<file path="src/rtl/rob_issue_port_pkg.sv">
// Shared constants and types for the decoder-to-ROB issue port.
//   REG_ID_BIT / ROB_WIDTH_BIT : register-index and ROB-tag widths
//   OP_*_CODE                  : op_type codes that serialise the issue stream
//   issue_state_e              : issue FSM encoding
//   issue_entry_t              : one buffered decoded instruction
package rob_issue_port_pkg;

  localparam int unsigned REG_ID_BIT    = 5;
  localparam int unsigned ROB_WIDTH_BIT = 3;
  localparam int unsigned ROB_WIDTH     = 1 << ROB_WIDTH_BIT;

  localparam logic [5:0] OP_JALR_CODE = 6'd3;
  localparam logic [5:0] OP_EXIT_CODE = 6'd39;

  typedef enum logic [1:0] {
    StRun      = 2'd0,
    StWaitJalr = 2'd1,
    StHalt     = 2'd2
  } issue_state_e;

  typedef struct packed {
    logic [5:0]            op_type;
    logic [REG_ID_BIT-1:0] rd;
    logic [REG_ID_BIT-1:0] rs1;
    logic [REG_ID_BIT-1:0] rs2;
    logic [31:0]           imm;
    logic [31:0]           pc;
    logic [31:0]           inst_pc;
  } issue_entry_t;

  localparam int unsigned ISSUE_ENTRY_W = $bits(issue_entry_t);

endpackage

</file>
<file path="src/rtl/rob_issue_port_issue_fifo.sv">
// Generic Depth-entry synchronous FIFO with occupancy count and flush.
//   clk_in, rst_in : clock, async active-low reset
//   push, wdata    : write request (ignored when full or flushing)
//   pop, rdata     : read request (ignored when empty or flushing); rdata is the head
//   flush          : drop all entries this cycle
//   count, full, empty : occupancy status
module rob_issue_port_issue_fifo #(
  parameter int unsigned Depth = 4,
  parameter int unsigned Width = 8,
  localparam int unsigned AddrW = $clog2(Depth),
  localparam int unsigned CntW  = AddrW + 1
) (
  input  logic             clk_in,
  input  logic             rst_in,
  input  logic             push,
  input  logic [Width-1:0] wdata,
  input  logic             pop,
  output logic [Width-1:0] rdata,
  input  logic             flush,
  output logic [CntW-1:0]  count,
  output logic             full,
  output logic             empty
);

  localparam logic [CntW-1:0] FullCount = CntW'(Depth);

  logic [Width-1:0] mem_q [Depth];
  logic [AddrW-1:0] wr_ptr_q, wr_ptr_d;
  logic [AddrW-1:0] rd_ptr_q, rd_ptr_d;
  logic [CntW-1:0]  count_q, count_d;
  logic             push_ok, pop_ok;

  assign full    = (count_q == FullCount);
  assign empty   = (count_q == '0);
  // No write-through: a full FIFO refuses a push even if it pops this cycle.
  assign push_ok = push & ~flush & ~full;
  assign pop_ok  = pop & ~flush & ~empty;

  always_comb begin
    wr_ptr_d = wr_ptr_q;
    rd_ptr_d = rd_ptr_q;
    count_d  = count_q;
    if (flush) begin
      rd_ptr_d = wr_ptr_q;
      count_d  = '0;
    end else begin
      if (push_ok) wr_ptr_d = wr_ptr_q + AddrW'(1);
      if (pop_ok)  rd_ptr_d = rd_ptr_q + AddrW'(1);
      case ({push_ok, pop_ok})
        2'b10:   count_d = count_q + CntW'(1);
        2'b01:   count_d = count_q - CntW'(1);
        default: count_d = count_q;
      endcase
    end
  end

  always_ff @(posedge clk_in or negedge rst_in) begin
    if (!rst_in) begin
      wr_ptr_q <= '0;
      rd_ptr_q <= '0;
      count_q  <= '0;
    end else begin
      wr_ptr_q <= wr_ptr_d;
      rd_ptr_q <= rd_ptr_d;
      count_q  <= count_d;
    end
  end

  // Storage needs no reset: count gates every read.
  always_ff @(posedge clk_in) begin
    if (push_ok) mem_q[wr_ptr_q] <= wdata;
  end

  assign rdata = mem_q[rd_ptr_q];
  assign count = count_q;

endmodule

</file>
<file path="src/rtl/rob_issue_port.sv">
// Producer side of the decoder-to-ROB issue interface.
// Buffers decoded instructions and issues at most one per cycle to the ROB,
// stalling after a jalr until it resolves and stopping for good after exit.
//   clk_in, rst_in, rdy_in          : clock, async active-low reset, global pause
//   dec_*                           : decoder handshake and instruction fields
//   to_rob, pc..rs2                 : issue strobe and head-entry fields
//   rob_full, rob_free_id           : ROB back-pressure and tag offered this cycle
//   issued_tag                      : tag of the last issued instruction
//   jalr_resolved, flush            : control pulses (ignored while paused)
//   halted, fifo_count              : status
module rob_issue_port
  import rob_issue_port_pkg::*;
#(
  parameter int unsigned DEPTH   = 4,
  parameter logic [5:0]  OP_JALR = OP_JALR_CODE,
  parameter logic [5:0]  OP_EXIT = OP_EXIT_CODE,
  localparam int unsigned CntW   = $clog2(DEPTH) + 1
) (
  input  logic                     clk_in,
  input  logic                     rst_in,
  input  logic                     rdy_in,
  input  logic                     dec_valid,
  output logic                     dec_ready,
  input  logic [31:0]              dec_pc,
  input  logic [31:0]              dec_inst_pc,
  input  logic [31:0]              dec_imm,
  input  logic [5:0]               dec_op_type,
  input  logic [REG_ID_BIT-1:0]    dec_rd,
  input  logic [REG_ID_BIT-1:0]    dec_rs1,
  input  logic [REG_ID_BIT-1:0]    dec_rs2,
  output logic                     to_rob,
  output logic [31:0]              pc,
  output logic [31:0]              inst_pc,
  output logic [31:0]              imm,
  output logic [5:0]               op_type,
  output logic [REG_ID_BIT-1:0]    rd,
  output logic [REG_ID_BIT-1:0]    rs1,
  output logic [REG_ID_BIT-1:0]    rs2,
  input  logic                     rob_full,
  input  logic [ROB_WIDTH_BIT-1:0] rob_free_id,
  output logic [ROB_WIDTH_BIT-1:0] issued_tag,
  input  logic                     jalr_resolved,
  input  logic                     flush,
  output logic                     halted,
  output logic [CntW-1:0]          fifo_count
);

  issue_state_e               state_q;
  logic [ROB_WIDTH_BIT-1:0]   issued_tag_q;
  issue_entry_t               wr_entry, head;
  logic                       fifo_full, fifo_empty;
  logic                       flush_eff, push;

  assign wr_entry = '{
    op_type: dec_op_type,
    rd:      dec_rd,
    rs1:     dec_rs1,
    rs2:     dec_rs2,
    imm:     dec_imm,
    pc:      dec_pc,
    inst_pc: dec_inst_pc
  };

  // Pulses are only honoured while running; a paused cycle is a no-op.
  assign flush_eff = rdy_in & flush;
  assign dec_ready = rdy_in & ~flush & ~fifo_full;
  assign push      = dec_valid & dec_ready;
  assign to_rob    = rdy_in & ~flush & (state_q == StRun) & ~fifo_empty & ~rob_full;

  rob_issue_port_issue_fifo #(
    .Depth (DEPTH),
    .Width (ISSUE_ENTRY_W)
  ) u_fifo (
    .clk_in (clk_in),
    .rst_in (rst_in),
    .push   (push),
    .wdata  (wr_entry),
    .pop    (to_rob),
    .rdata  (head),
    .flush  (flush_eff),
    .count  (fifo_count),
    .full   (fifo_full),
    .empty  (fifo_empty)
  );

  always_ff @(posedge clk_in or negedge rst_in) begin
    if (!rst_in) begin
      state_q      <= StRun;
      issued_tag_q <= '0;
    end else if (rdy_in) begin
      if (to_rob) issued_tag_q <= rob_free_id;
      if (flush) begin
        // Flush discards the speculative path behind a jalr but never un-halts.
        if (state_q == StWaitJalr) state_q <= StRun;
      end else begin
        case (state_q)
          StRun: begin
            if (to_rob && head.op_type == OP_JALR)      state_q <= StWaitJalr;
            else if (to_rob && head.op_type == OP_EXIT) state_q <= StHalt;
          end
          StWaitJalr: if (jalr_resolved) state_q <= StRun;
          StHalt:     state_q <= StHalt;
          default:    state_q <= StRun;
        endcase
      end
    end
  end

  assign issued_tag = issued_tag_q;
  assign halted     = (state_q == StHalt);
  assign pc         = head.pc;
  assign inst_pc    = head.inst_pc;
  assign imm        = head.imm;
  assign op_type    = head.op_type;
  assign rd         = head.rd;
  assign rs1        = head.rs1;
  assign rs2        = head.rs2;

endmodule

</file>
<file path="config.mk">
export PLATFORM = sky130hd
export DESIGN_NAME = rob_issue_port
export DESIGN_NICKNAME = d
export VERILOG_FILES = /design/src/rtl/rob_issue_port_pkg.sv /design/src/rtl/rob_issue_port_issue_fifo.sv /design/src/rtl/rob_issue_port.sv
export SDC_FILE = /design/constraint.sdc
export NUM_CORES = 1
export LEC_CHECK = 0
export ABC_AREA = 1
export CAP_MARGIN = 30
export CORE_ASPECT_RATIO = 1.5
export CORE_MARGIN = 3
export CORE_UTILIZATION = 45
export DETAILED_ROUTE_END_ITERATION = 7
export PLACE_DENSITY = 0.79
export SLEW_MARGIN = 25
export SYNTH_ARGS = -nofsm -noshare
export SYNTH_HDL_FRONTEND = slang
export SYNTH_SLANG_ARGS = --single-unit
</file>
<file path="constraint.sdc">
create_clock -name clk_in -period 7 [get_ports clk_in]
set_input_delay 0.7 -clock clk_in [delete_from_list [all_inputs] [get_ports clk_in]]
set_output_delay 0.7 -clock clk_in [all_outputs]
set_load 0.005 [all_outputs]
</file>
==> results of run 1 <==
==> flip-flops by register name (all words and copies together), names as in the netlist <==
signal / count
u_fifo.mem_q: 468
issued_tag: 3
u_fifo.count: 3
state_q: 2
u_fifo.rd_ptr_q: 2
u_fifo.wr_ptr_q: 2
==> final cells by class <==
cell class	count	share of cell area
antenna	5	0.000557
sequential	480	0.639
clock inverter	27	0.0121
multi-input combinational	678	0.145
timing repair buffer	267	0.120
tap	500	0.0279
clock buffer	50	0.0491
inverter	32	0.00579
==> layout by cell type, fill, tap and decap left out <==
cell type / n
sky130_fd_sc_hd__clkbuf_16: 43
sky130_fd_sc_hd__dfrtp_1: 10
sky130_fd_sc_hd__bufinv_16: 4
sky130_fd_sc_hd__clkbuf_1: 7
sky130_fd_sc_hd__buf_12: 4
sky130_fd_sc_hd__xnor2_1: 1
sky130_fd_sc_hd__ha_1: 4
sky130_fd_sc_hd__clkinv_8: 2
sky130_fd_sc_hd__inv_1: 30
sky130_fd_sc_hd__o211ai_1: 1
sky130_fd_sc_hd__inv_16: 1
sky130_fd_sc_hd__xor2_1: 2
sky130_fd_sc_hd__nor2_1: 233
sky130_fd_sc_hd__clkinv_1: 9
sky130_fd_sc_hd__inv_6: 1
sky130_fd_sc_hd__nand3b_1: 1
sky130_fd_sc_hd__buf_16: 1
sky130_fd_sc_hd__clkdlybuf4s50_1: 252
sky130_fd_sc_hd__nand2_1: 69
sky130_fd_sc_hd__dfrtp_4: 2
sky130_fd_sc_hd__diode_2: 5
sky130_fd_sc_hd__a22o_1: 1
sky130_fd_sc_hd__clkinv_4: 2
sky130_fd_sc_hd__clkinvlp_4: 3
sky130_fd_sc_hd__buf_4: 10
sky130_fd_sc_hd__a31oi_1: 1
sky130_fd_sc_hd__fa_1: 1
sky130_fd_sc_hd__clkinv_2: 7
sky130_fd_sc_hd__edfxtp_1: 468
sky130_fd_sc_hd__nand3_1: 20
sky130_fd_sc_hd__a21oi_1: 3
sky130_fd_sc_hd__o21ai_0: 225
sky130_fd_sc_hd__o22ai_1: 111
sky130_fd_sc_hd__nor2_4: 5
==> worst max-delay path: stages (launching register included) <==
cell,delay (ns)
sky130_fd_sc_hd__dfrtp_4,0.90
sky130_fd_sc_hd__clkinv_4,0.69
sky130_fd_sc_hd__buf_4,0.50
sky130_fd_sc_hd__o21ai_0,0.16
sky130_fd_sc_hd__o22ai_1,0.12
sky130_fd_sc_hd__clkdlybuf4s50_1,0.49
==> where the power goes <==
| group | total [mW] | internal, mW | switching [mW] |
|---|---|---|---|
| sequential | 3.47 | 3.34 | 0.129 |
| clock | 2.30 | 1.29 | 1.01 |
| combinational | 2.60 | 1.19 | 1.41 |
==> layer usage <==
metal	GRT usage	vias to the layer above	wire, um
met3	0.0321	98	2420
met5	0	-	0
li1	-	5176	-
met1	0.239	5740	16500
met2	0.342	472	22400
met4	0.0886	0	1760
==> per-stage QoR <==
| stage | power (mW) | hold slack, ns | area (um^2) | setup WS [ns] |
|---|---|---|---|---|
| 3_3_place_gp | 6.03 | 0.464 | 21000 | 2.74 |
| 4_1_cts | 8.41 | 0.496 | 22400 | 2.38 |
| 5_1_grt | 8.76 | 0.541 | 22500 | 2.58 |
| 3_5_place_dp | 6.11 | 0.479 | 21000 | 3.01 |
| 6_report | 8.36 | 0.493 | 22500 | 2.79 |
| 2_1_floorplan | 4.70 | 0.404 | 18000 | 0.416 |
==> final timing paths <==
path	to	depth (start not counted)	slack [ns]
setup / recovery	inst_pc[29]	5	2.79
hold / removal	issued_tag[0]$_DFFE_PN0P_	2	0.49
setup reg to reg	u_fifo.mem_q[3][104]$_DFFE_PP_	5	3.95
hold reg to reg	issued_tag[0]$_DFFE_PN0P_	2	0.49
max in group asynchronous	u_fifo.rd_ptr_q[0]$_DFFE_PN0P_	1	6.05
min in group asynchronous	u_fifo.count[1]$_DFFE_PN0P_	1	0.51
==> cell families after synthesis <==
| family | count (synthesis) | share of synthesized area |
|---|---|---|
| AND/OR/NAND/NOR | 328 | 0.0704 |
| AO/OA/AOI/OAI | 342 | 0.103 |
| flip-flops | 480 | 0.797 |
| XOR/XNOR | 3 | 0.00146 |
| adder cells (fa/ha/maj) | 5 | 0.00389 |
| buffers and inverters | 109 | 0.0240 |
==> report_table.html, run 1 <==
<table>
<tr><th>Metric</th><th>Value</th></tr>
<tr><th colspan="2">Outcome</th></tr>
<tr><td>Run status</td><td>finished, final reports clean</td></tr>
<tr><th colspan="2">Clock network</th></tr>
<tr><td>Post-CTS Setup Bufs</td><td>0</td></tr>
<tr><td>Clock root buffer</td><td>sky130_fd_sc_hd__clkbuf_16</td></tr>
<tr><td>Number of buffers inserted by hold repair at cts</td><td>0</td></tr>
<tr><td>Inserted Clock Buffers</td><td>43</td></tr>
<tr><td>Cells resized by post-CTS repair</td><td>0</td></tr>
<tr><td>H-tree lvl count</td><td>2</td></tr>
<tr><td>Clock slew seen by the registers of the worst setup and hold paths</td><td>0.07 ns</td></tr>
<tr><td>Clock tree from TritonCTS</td><td>yes</td></tr>
<tr><td>Clock network latency to the later pin of the worst-skew pair</td><td>0.55 ns</td></tr>
<tr><td>CTS sink cnt</td><td>480</td></tr>
<tr><td>Maximum buffer depth of the clock tree</td><td>3</td></tr>
<tr><th colspan="2">Timing</th></tr>
<tr><td>Worst Max-Slew Pin Slew</td><td>0.962 ns</td></tr>
<tr><td>Pins over their slew limit</td><td>0</td></tr>
<tr><td>Setup TNS</td><td>0 ns</td></tr>
<tr><td>Worst slew slack as a fraction of its limit</td><td>0.359</td></tr>
<tr><td>Max Clk Rate</td><td>0.238 GHz</td></tr>
<tr><td>Fin. Hold Viols</td><td>0</td></tr>
<tr><td>RSZ-0062 raised after global routing</td><td>false</td></tr>
<tr><td>Final worst path period need</td><td>4.21 ns</td></tr>
<tr><td>Final setup vio count</td><td>0</td></tr>
<tr><td>Final critical-path share of the clock period</td><td>0.601</td></tr>
<tr><td>Clk_skew</td><td>0.0130 ns</td></tr>
<tr><th colspan="2">Placement</th></tr>
<tr><td>Detail Placement HPWL</td><td>24500 um</td></tr>
<tr><td>Number of placed instances, taps included</td><td>1956</td></tr>
<tr><td>Quantity of I/O buffers inserted on ports</td><td>252</td></tr>
<tr><td>Placer Congestion</td><td>0.787</td></tr>
<tr><th colspan="2">Floorplanning</th></tr>
<tr><td>Row Count</td><td>89</td></tr>
<tr><td>Die boundary width</td><td>169 um</td></tr>
<tr><td>Starting density of the core</td><td>0.457</td></tr>
<tr><td>Top-level port count</td><td>253</td></tr>
<tr><td>Total Die Area</td><td>0.0425 mm^2</td></tr>
<tr><td>Core area</td><td>0.0394 mm^2</td></tr>
<tr><td>Height of the die</td><td>251 um</td></tr>
<tr><th colspan="2">GRT</th></tr>
<tr><td>Overflow left after global routing</td><td>0</td></tr>
<tr><td>Global-route wire length before repair</td><td>65300 um</td></tr>
<tr><td>Pin count of the biggest net entering global routing</td><td>144</td></tr>
<tr><td>Number of antenna violations at the first check in global routing</td><td>5</td></tr>
<tr><td>Overall routing resource usage</td><td>0.196</td></tr>
<tr><td>Via count of the first global-routing pass</td><td>11800</td></tr>
<tr><th colspan="2">Detailed routing</th></tr>
<tr><td>Avg Vias per Cell</td><td>5.63</td></tr>
<tr><td>Antenna Nets Post-Route</td><td>0</td></tr>
<tr><td>Number of vias after detailed routing</td><td>11500</td></tr>
<tr><td>First-iteration detailed-routing DRC count</td><td>937</td></tr>
<tr><td>DR DRC count</td><td>0</td></tr>
<tr><td>Avg WL per Cell</td><td>21.1 um</td></tr>
<tr><td>Final wirelength</td><td>43000 um</td></tr>
<tr><td>Number of detailed-route iterations in the first pass</td><td>6</td></tr>
<tr><th colspan="2">Logic synthesis</th></tr>
<tr><td>Async S/R FF share, synth</td><td>0.0250</td></tr>
<tr><td>Area of the mapped netlist</td><td>0.0180 mm^2</td></tr>
<tr><td>Count leader, synth</td><td>sky130_fd_sc_hd__edfxtp_1</td></tr>
<tr><td>Cell types with the highest counts after synthesis</td><td>468 x sky130_fd_sc_hd__edfxtp_1, 237 x sky130_fd_sc_hd__nor2_1, 225 x sky130_fd_sc_hd__o21ai_0, 111 x sky130_fd_sc_hd__o22ai_1, 69 x sky130_fd_sc_hd__nand2_1</td></tr>
<tr><td>Leading cell types by total area after synthesis</td><td>sky130_fd_sc_hd__edfxtp_1 78%, sky130_fd_sc_hd__o21ai_0 6.3%, sky130_fd_sc_hd__nor2_1 4.9%</td></tr>
<tr><td>Area fraction of the dominant cell type after synthesis</td><td>0.780</td></tr>
<tr><td>Number of synthesized register bits</td><td>480</td></tr>
<tr><td>Yosys warnings</td><td>0</td></tr>
<tr><td>Library cell occupying the most area in the post-synthesis netlist</td><td>sky130_fd_sc_hd__edfxtp_1</td></tr>
<tr><td>Post-Syn Nets</td><td>1399</td></tr>
<tr><td>Post-synth EDFFs</td><td>468</td></tr>
<tr><td>Number of instances in the synthesized netlist</td><td>1267</td></tr>
<tr><td>Proportion of synthesized chip area in sequential cells</td><td>0.797</td></tr>
<tr><td>Number of distinct library cells after synthesis</td><td>21</td></tr>
<tr><td>Most used DFF post-synth</td><td>sky130_fd_sc_hd__edfxtp_1</td></tr>
<tr><td>Mean instance size in the synthesized netlist</td><td>14.2 um^2</td></tr>
<tr><th colspan="2">Power and ir drop</th></tr>
<tr><td>Worst voltage drop across the vdd grid</td><td>0.315 mV</td></tr>
<tr><td>Leakage power figure</td><td>7.41 nW</td></tr>
<tr><td>Power density over the cells</td><td>372 mW/mm^2</td></tr>
<tr><th colspan="2">Setup path</th></tr>
<tr><td>Startpoint of the worst register-to-register path</td><td>u_fifo.count[0]$_DFFE_PN0P_</td></tr>
<tr><td>Required time of the worst setup path</td><td>6.30 ns</td></tr>
<tr><td>Critical path arrival</td><td>3.51 ns</td></tr>
<tr><td>Element type at the critical path end</td><td>primary output</td></tr>
<tr><td>Setup Crit Path Kind</td><td>flip-flop to primary output</td></tr>
<tr><td>Startpoint types</td><td>flip-flop</td></tr>
<tr><td>Top fanout value on the critical path</td><td>77</td></tr>
<tr><td>Startpoint of the worst setup timing path</td><td>u_fifo.rd_ptr_q[1]$_DFFE_PN0P_</td></tr>
<tr><th colspan="2">Job</th></tr>
<tr><td>Count of max-cap constraint violations</td><td>0</td></tr>
<tr><th colspan="2">Cells and area</th></tr>
<tr><td>Multi-input gate area in the final layout</td><td>0.00325 mm^2</td></tr>
<tr><td>Number of standard cells in the final layout excluding fillers</td><td>2039</td></tr>
<tr><td>Share of layout cells above drive strength 1</td><td>0.0554</td></tr>
<tr><td>NumNets Final</td><td>1634</td></tr>
<tr><td>Area Overhead vs Synth</td><td>24.7%</td></tr>
<tr><td>Filler cell count in the final layout</td><td>3079</td></tr>
<tr><td>Post-route core utilization</td><td>0.570</td></tr>
<tr><td>Area used by sequential logic in the layout</td><td>0.0144 mm^2</td></tr>
<tr><th colspan="2">Hold path</th></tr>
<tr><td>Class of the worst hold path</td><td>flip-flop to flip-flop</td></tr>
<tr><td>Hold Path Origin</td><td>issued_tag[0]$_DFFE_PN0P_</td></tr>
</table>
Power figures use the tool's default switching activity.
==> run 2: changes to the inputs <==
==> constraint.sdc (replaced) <==
create_clock -name clk_in -period 4.1 [get_ports clk_in]
set_input_delay 0.41 -clock clk_in [delete_from_list [all_inputs] [get_ports clk_in]]
set_output_delay 0.41 -clock clk_in [all_outputs]
set_load 0.005 [all_outputs]
==> run 2 against run 1 <==
Design area increased by 0.21%. Non-clock buffer count increased by 2. Total power increased by 71%. Critical path depth unchanged. Die area unchanged. Global-route usage decreased by 0.82 points. Combinational power increased by 71%. Core utilization increased by 0.12 points. Sequential share of layout area decreased by 0.14 points. Register-to-register slack got worse by 2.5 ns. Count of clock-buffer cells in the layout increased by 6. Wire length decreased by 4.7%.
==> report_table.html, run 2 (synthesis gave the netlist of run 1 again) <==
<table>
<tr><th>Metric</th><th>Value</th></tr>
<tr><th colspan="2">Placement</th></tr>
<tr><td>Placer Congestion</td><td>0.788</td></tr>
<tr><td>Detail Placement HPWL</td><td>23100 um</td></tr>
<tr><td>Pre-CTS setup slack</td><td>1.11 ns</td></tr>
<tr><td>Number of placed instances, taps included</td><td>1959</td></tr>
<tr><td>Quantity of I/O buffers inserted on ports</td><td>252</td></tr>
<tr><td>Placed Instance Area</td><td>0.0212 mm^2</td></tr>
<tr><th colspan="2">Timing</th></tr>
<tr><td>Worst slew slack as a fraction of its limit</td><td>0.441</td></tr>
<tr><td>Worst Max-Slew Pin Slew</td><td>0.838 ns</td></tr>
<tr><td>Final setup vio count</td><td>0</td></tr>
<tr><td>RSZ-0062 raised after global routing</td><td>false</td></tr>
<tr><td>Worst hold slack</td><td>0.239 ns</td></tr>
<tr><td>Final worst slack</td><td>0.528 ns</td></tr>
<tr><td>Pins over their slew limit</td><td>0</td></tr>
<tr><td>Fin. Hold Viols</td><td>0</td></tr>
<tr><td>Final worst path period need</td><td>3.57 ns</td></tr>
<tr><td>Final critical-path share of the clock period</td><td>0.871</td></tr>
<tr><td>Max Clk Rate</td><td>0.280 GHz</td></tr>
<tr><td>Setup TNS</td><td>0 ns</td></tr>
<tr><td>Clk_skew</td><td>0.0107 ns</td></tr>
<tr><th colspan="2">Floorplanning</th></tr>
<tr><td>Top-level port count</td><td>253</td></tr>
<tr><td>Core area</td><td>0.0394 mm^2</td></tr>
<tr><td>Die boundary width</td><td>169 um</td></tr>
<tr><td>Height of the die</td><td>251 um</td></tr>
<tr><td>Row Count</td><td>89</td></tr>
<tr><td>Total Die Area</td><td>0.0425 mm^2</td></tr>
<tr><td>Starting density of the core</td><td>0.457</td></tr>
<tr><th colspan="2">Outcome</th></tr>
<tr><td>Run status</td><td>finished, final reports clean</td></tr>
<tr><th colspan="2">Cells and area</th></tr>
<tr><td>Share of layout cells above drive strength 1</td><td>0.0548</td></tr>
<tr><td>Cell area after layout</td><td>0.0225 mm^2</td></tr>
<tr><td>Register with the highest flop count</td><td>u_fifo.mem_q</td></tr>
<tr><td>Highest-count cells in the layout ignoring fill and taps</td><td>468 x sky130_fd_sc_hd__edfxtp_1, 252 x sky130_fd_sc_hd__clkdlybuf4s50_1, 233 x sky130_fd_sc_hd__nor2_1</td></tr>
<tr><td>Number of standard cells in the final layout excluding fillers</td><td>2038</td></tr>
<tr><td>NumNets Final</td><td>1636</td></tr>
<tr><td>Post-route core utilization</td><td>0.571</td></tr>
<tr><td>Most frequent standard cell in the layout excluding fill and tap cells</td><td>sky130_fd_sc_hd__edfxtp_1</td></tr>
<tr><td>Filler cell count in the final layout</td><td>2992</td></tr>
<tr><td>Max reg flops</td><td>468</td></tr>
<tr><td>Area Overhead vs Synth</td><td>25.0%</td></tr>
<tr><th colspan="2">Clock network</th></tr>
<tr><td>Inserted Clock Buffers</td><td>43</td></tr>
<tr><td>Clock network latency to the later pin of the worst-skew pair</td><td>0.54 ns</td></tr>
<tr><td>Number of buffers inserted by hold repair at cts</td><td>0</td></tr>
<tr><td>CTS sink cnt</td><td>480</td></tr>
<tr><td>Clock root buffer</td><td>sky130_fd_sc_hd__clkbuf_16</td></tr>
<tr><td>H-tree lvl count</td><td>2</td></tr>
<tr><td>Clock tree from TritonCTS</td><td>yes</td></tr>
<tr><td>Cells resized by post-CTS repair</td><td>0</td></tr>
<tr><td>Maximum buffer depth of the clock tree</td><td>3</td></tr>
<tr><td>Post-CTS Setup Bufs</td><td>0</td></tr>
<tr><td>Clock slew seen by the registers of the worst setup and hold paths</td><td>0.07 ns</td></tr>
<tr><th colspan="2">Hold path</th></tr>
<tr><td>Class of the worst hold path</td><td>primary input to async pin</td></tr>
<tr><th colspan="2">GRT</th></tr>
<tr><td>Busiest grt layer</td><td>met2</td></tr>
<tr><td>Pin count of the biggest net entering global routing</td><td>118</td></tr>
<tr><td>Overflow left after global routing</td><td>0</td></tr>
<tr><td>Met3 Track Usage GR</td><td>0.0357</td></tr>
<tr><td>Met2 usage</td><td>0.335</td></tr>
<tr><td>Global-route wire length before repair</td><td>62600 um</td></tr>
<tr><td>Number of antenna violations at the first check in global routing</td><td>4</td></tr>
<tr><td>Via count of the first global-routing pass</td><td>11500</td></tr>
<tr><td>Met1 Use GR</td><td>0.221</td></tr>
<tr><td>Overall routing resource usage</td><td>0.188</td></tr>
<tr><th colspan="2">Detailed routing</th></tr>
<tr><td>First-iteration detailed-routing DRC count</td><td>1094</td></tr>
<tr><td>Number of detailed-route iterations in the first pass</td><td>5</td></tr>
<tr><td>Avg Vias per Cell</td><td>5.52</td></tr>
<tr><td>Number of vias after detailed routing</td><td>11300</td></tr>
<tr><td>Final wirelength</td><td>41000 um</td></tr>
<tr><td>Antenna Nets Post-Route</td><td>0</td></tr>
<tr><td>Avg WL per Cell</td><td>20.1 um</td></tr>
<tr><td>DR DRC count</td><td>0</td></tr>
<tr><th colspan="2">Power and ir drop</th></tr>
<tr><td>Worst voltage drop across the vdd grid</td><td>0.510 mV</td></tr>
<tr><td>Post-layout total power</td><td>14.3 mW</td></tr>
<tr><td>Power density over the cells</td><td>634 mW/mm^2</td></tr>
<tr><td>Leakage power figure</td><td>7.43 nW</td></tr>
<tr><th colspan="2">Setup path</th></tr>
<tr><td>Worst reg2reg setup slack</td><td>1.50 ns</td></tr>
<tr><td>Element type at the critical path end</td><td>primary output</td></tr>
<tr><td>Critical path arrival</td><td>3.16 ns</td></tr>
<tr><td>Required time of the worst setup path</td><td>3.69 ns</td></tr>
<tr><td>Top fanout value on the critical path</td><td>92</td></tr>
<tr><td>Startpoint types</td><td>flip-flop</td></tr>
<tr><td>Setup Crit Path Kind</td><td>flip-flop to primary output</td></tr>
<tr><th colspan="2">Job</th></tr>
<tr><td>Count of max-cap constraint violations</td><td>0</td></tr>
</table>
==> run 2: cell types whose count changed in the layout (fill, tap and decap cells not counted) <==
cell | before | now
sky130_fd_sc_hd__buf_12 | 4 | 11
sky130_fd_sc_hd__buf_16 | 1 | 0
sky130_fd_sc_hd__buf_4 | 10 | 6
sky130_fd_sc_hd__bufinv_16 | 4 | 5
sky130_fd_sc_hd__clkbuf_1 | 7 | 13
sky130_fd_sc_hd__clkinv_1 | 9 | 4
sky130_fd_sc_hd__clkinv_2 | 7 | 9
sky130_fd_sc_hd__clkinv_4 | 2 | 0
sky130_fd_sc_hd__clkinv_8 | 2 | 0
sky130_fd_sc_hd__clkinvlp_4 | 3 | 1
sky130_fd_sc_hd__diode_2 | 5 | 4
sky130_fd_sc_hd__inv_16 | 1 | 0
sky130_fd_sc_hd__inv_6 | 1 | 2
==> run 2: metal layers <==
metal	wire, um	vias up
li1	-	5179
met1	15300	5567
met2	21700	425
met3	2680	81
met4	1380	0
met5	0	-
==> run 2: cell type report <==
| class | count | area, um^2 | area share |
|---|---|---|---|
| well taps | 500 | 626 | 0.0278 |
| diodes | 4 | 10.0 | 0.000445 |
| clock inverters | 19 | 221 | 0.00984 |
| inverters | 32 | 126 | 0.00561 |
| repair buffers | 269 | 2790 | 0.124 |
| flip-flops and latches | 480 | 14400 | 0.638 |
| multi-input cells | 678 | 3250 | 0.144 |
| clock buffers | 56 | 1120 | 0.0500 |
==> run 2: worst paths after layout <==
path                                                start                             end  cells past startpoint
max                        u_fifo.rd_ptr_q[0]$_DFFE_PN0P_                     inst_pc[30]                      5
min                                                rst_in     u_fifo.count[1]$_DFFE_PN0P_                      1
max reg2reg                u_fifo.rd_ptr_q[0]$_DFFE_PN0P_          state_q[1]$_DFFE_PN0P_                     13
min reg2reg                     issued_tag[1]$_DFFE_PN0P_       issued_tag[1]$_DFFE_PN0P_                      2
max in group asynchronous                          rst_in  u_fifo.rd_ptr_q[1]$_DFFE_PN0P_                      1
min in group clk_in                        rob_free_id[0]       issued_tag[0]$_DFFE_PN0P_                      3
==> run 2: power by group <==
part | internal (mW) | switching, mW
Clock | 2.25 | 1.64
Sequential | 5.70 | 0.237
Combinational | 2.06 | 2.38
==> run 2: worst max-delay path, cell delays in order (launching register included) <==
cell and delay (ns):
sky130_fd_sc_hd__dfrtp_4 0.66, sky130_fd_sc_hd__inv_6 0.42, sky130_fd_sc_hd__buf_12 0.34, sky130_fd_sc_hd__o21ai_0 0.17, sky130_fd_sc_hd__o22ai_1 0.27, sky130_fd_sc_hd__clkdlybuf4s50_1 0.57
==> variant, RTL diff (flow settings as in run 2) <==
Encoding of `issue_state_e`: now one-hot (3 bits for 3 states).
--- a/src/rtl/rob_issue_port_pkg.sv
+++ b/src/rtl/rob_issue_port_pkg.sv
@@ -13,8 +13,8 @@
   localparam logic [5:0] OP_EXIT_CODE = 6'd39;
 
-  typedef enum logic [1:0] {
-    StRun      = 2'd0,
-    StWaitJalr = 2'd1,
-    StHalt     = 2'd2
+  typedef enum logic [2:0] {
+    StRun      = 3'b001,
+    StWaitJalr = 3'b010,
+    StHalt     = 3'b100
   } issue_state_e;
 
Check against the original RTL: no difference found for any inputs over 4 cycles, from zero or initial values and one cycle with rst_in low; so few cycles prove little.
==> variant against run 2 <==
Routed wire length is 2.3% higher. First-iteration DRC count is 23% lower. Sequential cell count is 1 higher. Setup slack better by 180 ps. Synthesized area is 0.69% higher. Clock power is 8.7% higher. Critical endpoint is now pc[11]. Sequential power is 2% lower. Design area is 1.5% higher. Total power is 1.8% higher.
==> variant: results <==
[route]
vias = 11300
first_iter_violations = 846
finalWirelength_mm = 42.0
dr_wl_met2_mm = 23.0
wl_met3_mm = 2.50
dr.pass1.iters = 4

[critical_path]
timing.rr.start = u_fifo.count[0]
r2r_slack_ps = 1800
r2r_end = u_fifo.mem_q[0][85]
critPathArrivalTime_ps = 2990
endpoint = pc[11]
reg2reg_depth = 5
cpMaxStageDelayCell = buf_12
critPathMaxFanout = 236

[cts]
numCtsBuffers = 44
cts_resized = 0

[synthesis]
synth_edf_count = 468
async_flop_share = 0.0270
ys_top_cells_by_area = edfxtp_1 78%, o21ai_0 6.2%, nor2_1 4.8%, o22ai_1 3.8%, dfrtp_1 1.7%
synthTopCellsByCount = 468 x edfxtp_1, 233 x nor2_1, 225 x o21ai_0
seq_area_frac_synth = 0.793
synthCells = 1276
syn_nets = 1408

[sta]
fin_ws_ps = 705
tightest_slew_ps = 1090
clock_skew_ps = 10.9

[global_route]
grt_use_met1 = 0.214
grt_pass1_vias = 11600
grt_usage = 0.192
antenna_found_initial = 2
use_met2 = 0.360
met3_usage = 0.0351

[placed_design]
post-dp-hpwl_mm = 24.6
placed_cell_area_um2 = 21300
place_ws_ps = 1200

[pwr]
p_leak_uw = 0.00759

[layout]
final_layout_size_suffix_gt1_frac = 0.0733
seq_area_um2 = 14400
n_fill_cell = 2916

[outcome]
status = complete, no violations
## variant: cell count changes after synthesis, moves of 2 or more
cell	before	now
buf_4	0	2
buf_6	0	3
clkbuf_1	59	55
nand2_2	0	5
nand3_1	20	16
nand3_2	0	2
nor2_1	237	233
nor2_2	0	3
## variant: through the flow
step                      cells  power [uW]  TNS, ps
final                      2056       14500        0
after global placement     1975       10300        0
after detailed placement   1975       10400        0
after global routing       2056       15200        0
after floorplan            1276        8010  -180170
after CTS                  2055       14700        0
## variant: how the worst min path moves through the flow
stage | from | endpoint | slack (ps) | cells past startpoint
after global placement | state_q[0] | state_q[0] | 460 | 2
after floorplan | rst_in | issued_tag[0] | 110 | 0
after detailed placement | issued_tag[2] | issued_tag[2] | 460 | 2
after CTS | rst_in | issued_tag[0] | 250 | 1
after global routing | rst_in | issued_tag[0] | 300 | 1
final | rst_in | state_q[1] | 250 | 1
## variant: area by class of cell
class                      instances  area share
antenna                            1    0.000110
tap                              500      0.0274
inverter                          34     0.00592
timing repair buffer             277       0.126
clock inverter                    30      0.0159
sequential                       481       0.630
clock buffer                      50      0.0501
multi-input combinational        683       0.145
## variant: kinds of logic (layout without fill, tap and decap cells)
group | count (synthesis) | count (layout) | synth area share
AOI/OAI and AO/OA | 342 | 342 | 0.103
xor gates and xnor gates | 3 | 3 | 0.00145
adders and majority gates | 5 | 5 | 0.00386
buffers and inverters | 112 | 391 | 0.0261
DFF | 481 | 481 | 0.793
other | 0 | 1 | 0
and+or+nand+nor | 333 | 333 | 0.0727
## variant: worst register-to-register path: cells and delay by family (launching register included)
family	cells	cell delay, ps
buffers and inverters	2	410
AOI/OAI and AO/OA	1	250
and+or+nand+nor	2	900
DFF	1	420
## variant: power by group
group,switching (uW),total (uW),internal [uW]
logic,2470,4490,2020
clock network,1710,4230,2520
registers,93.2,5810,5720
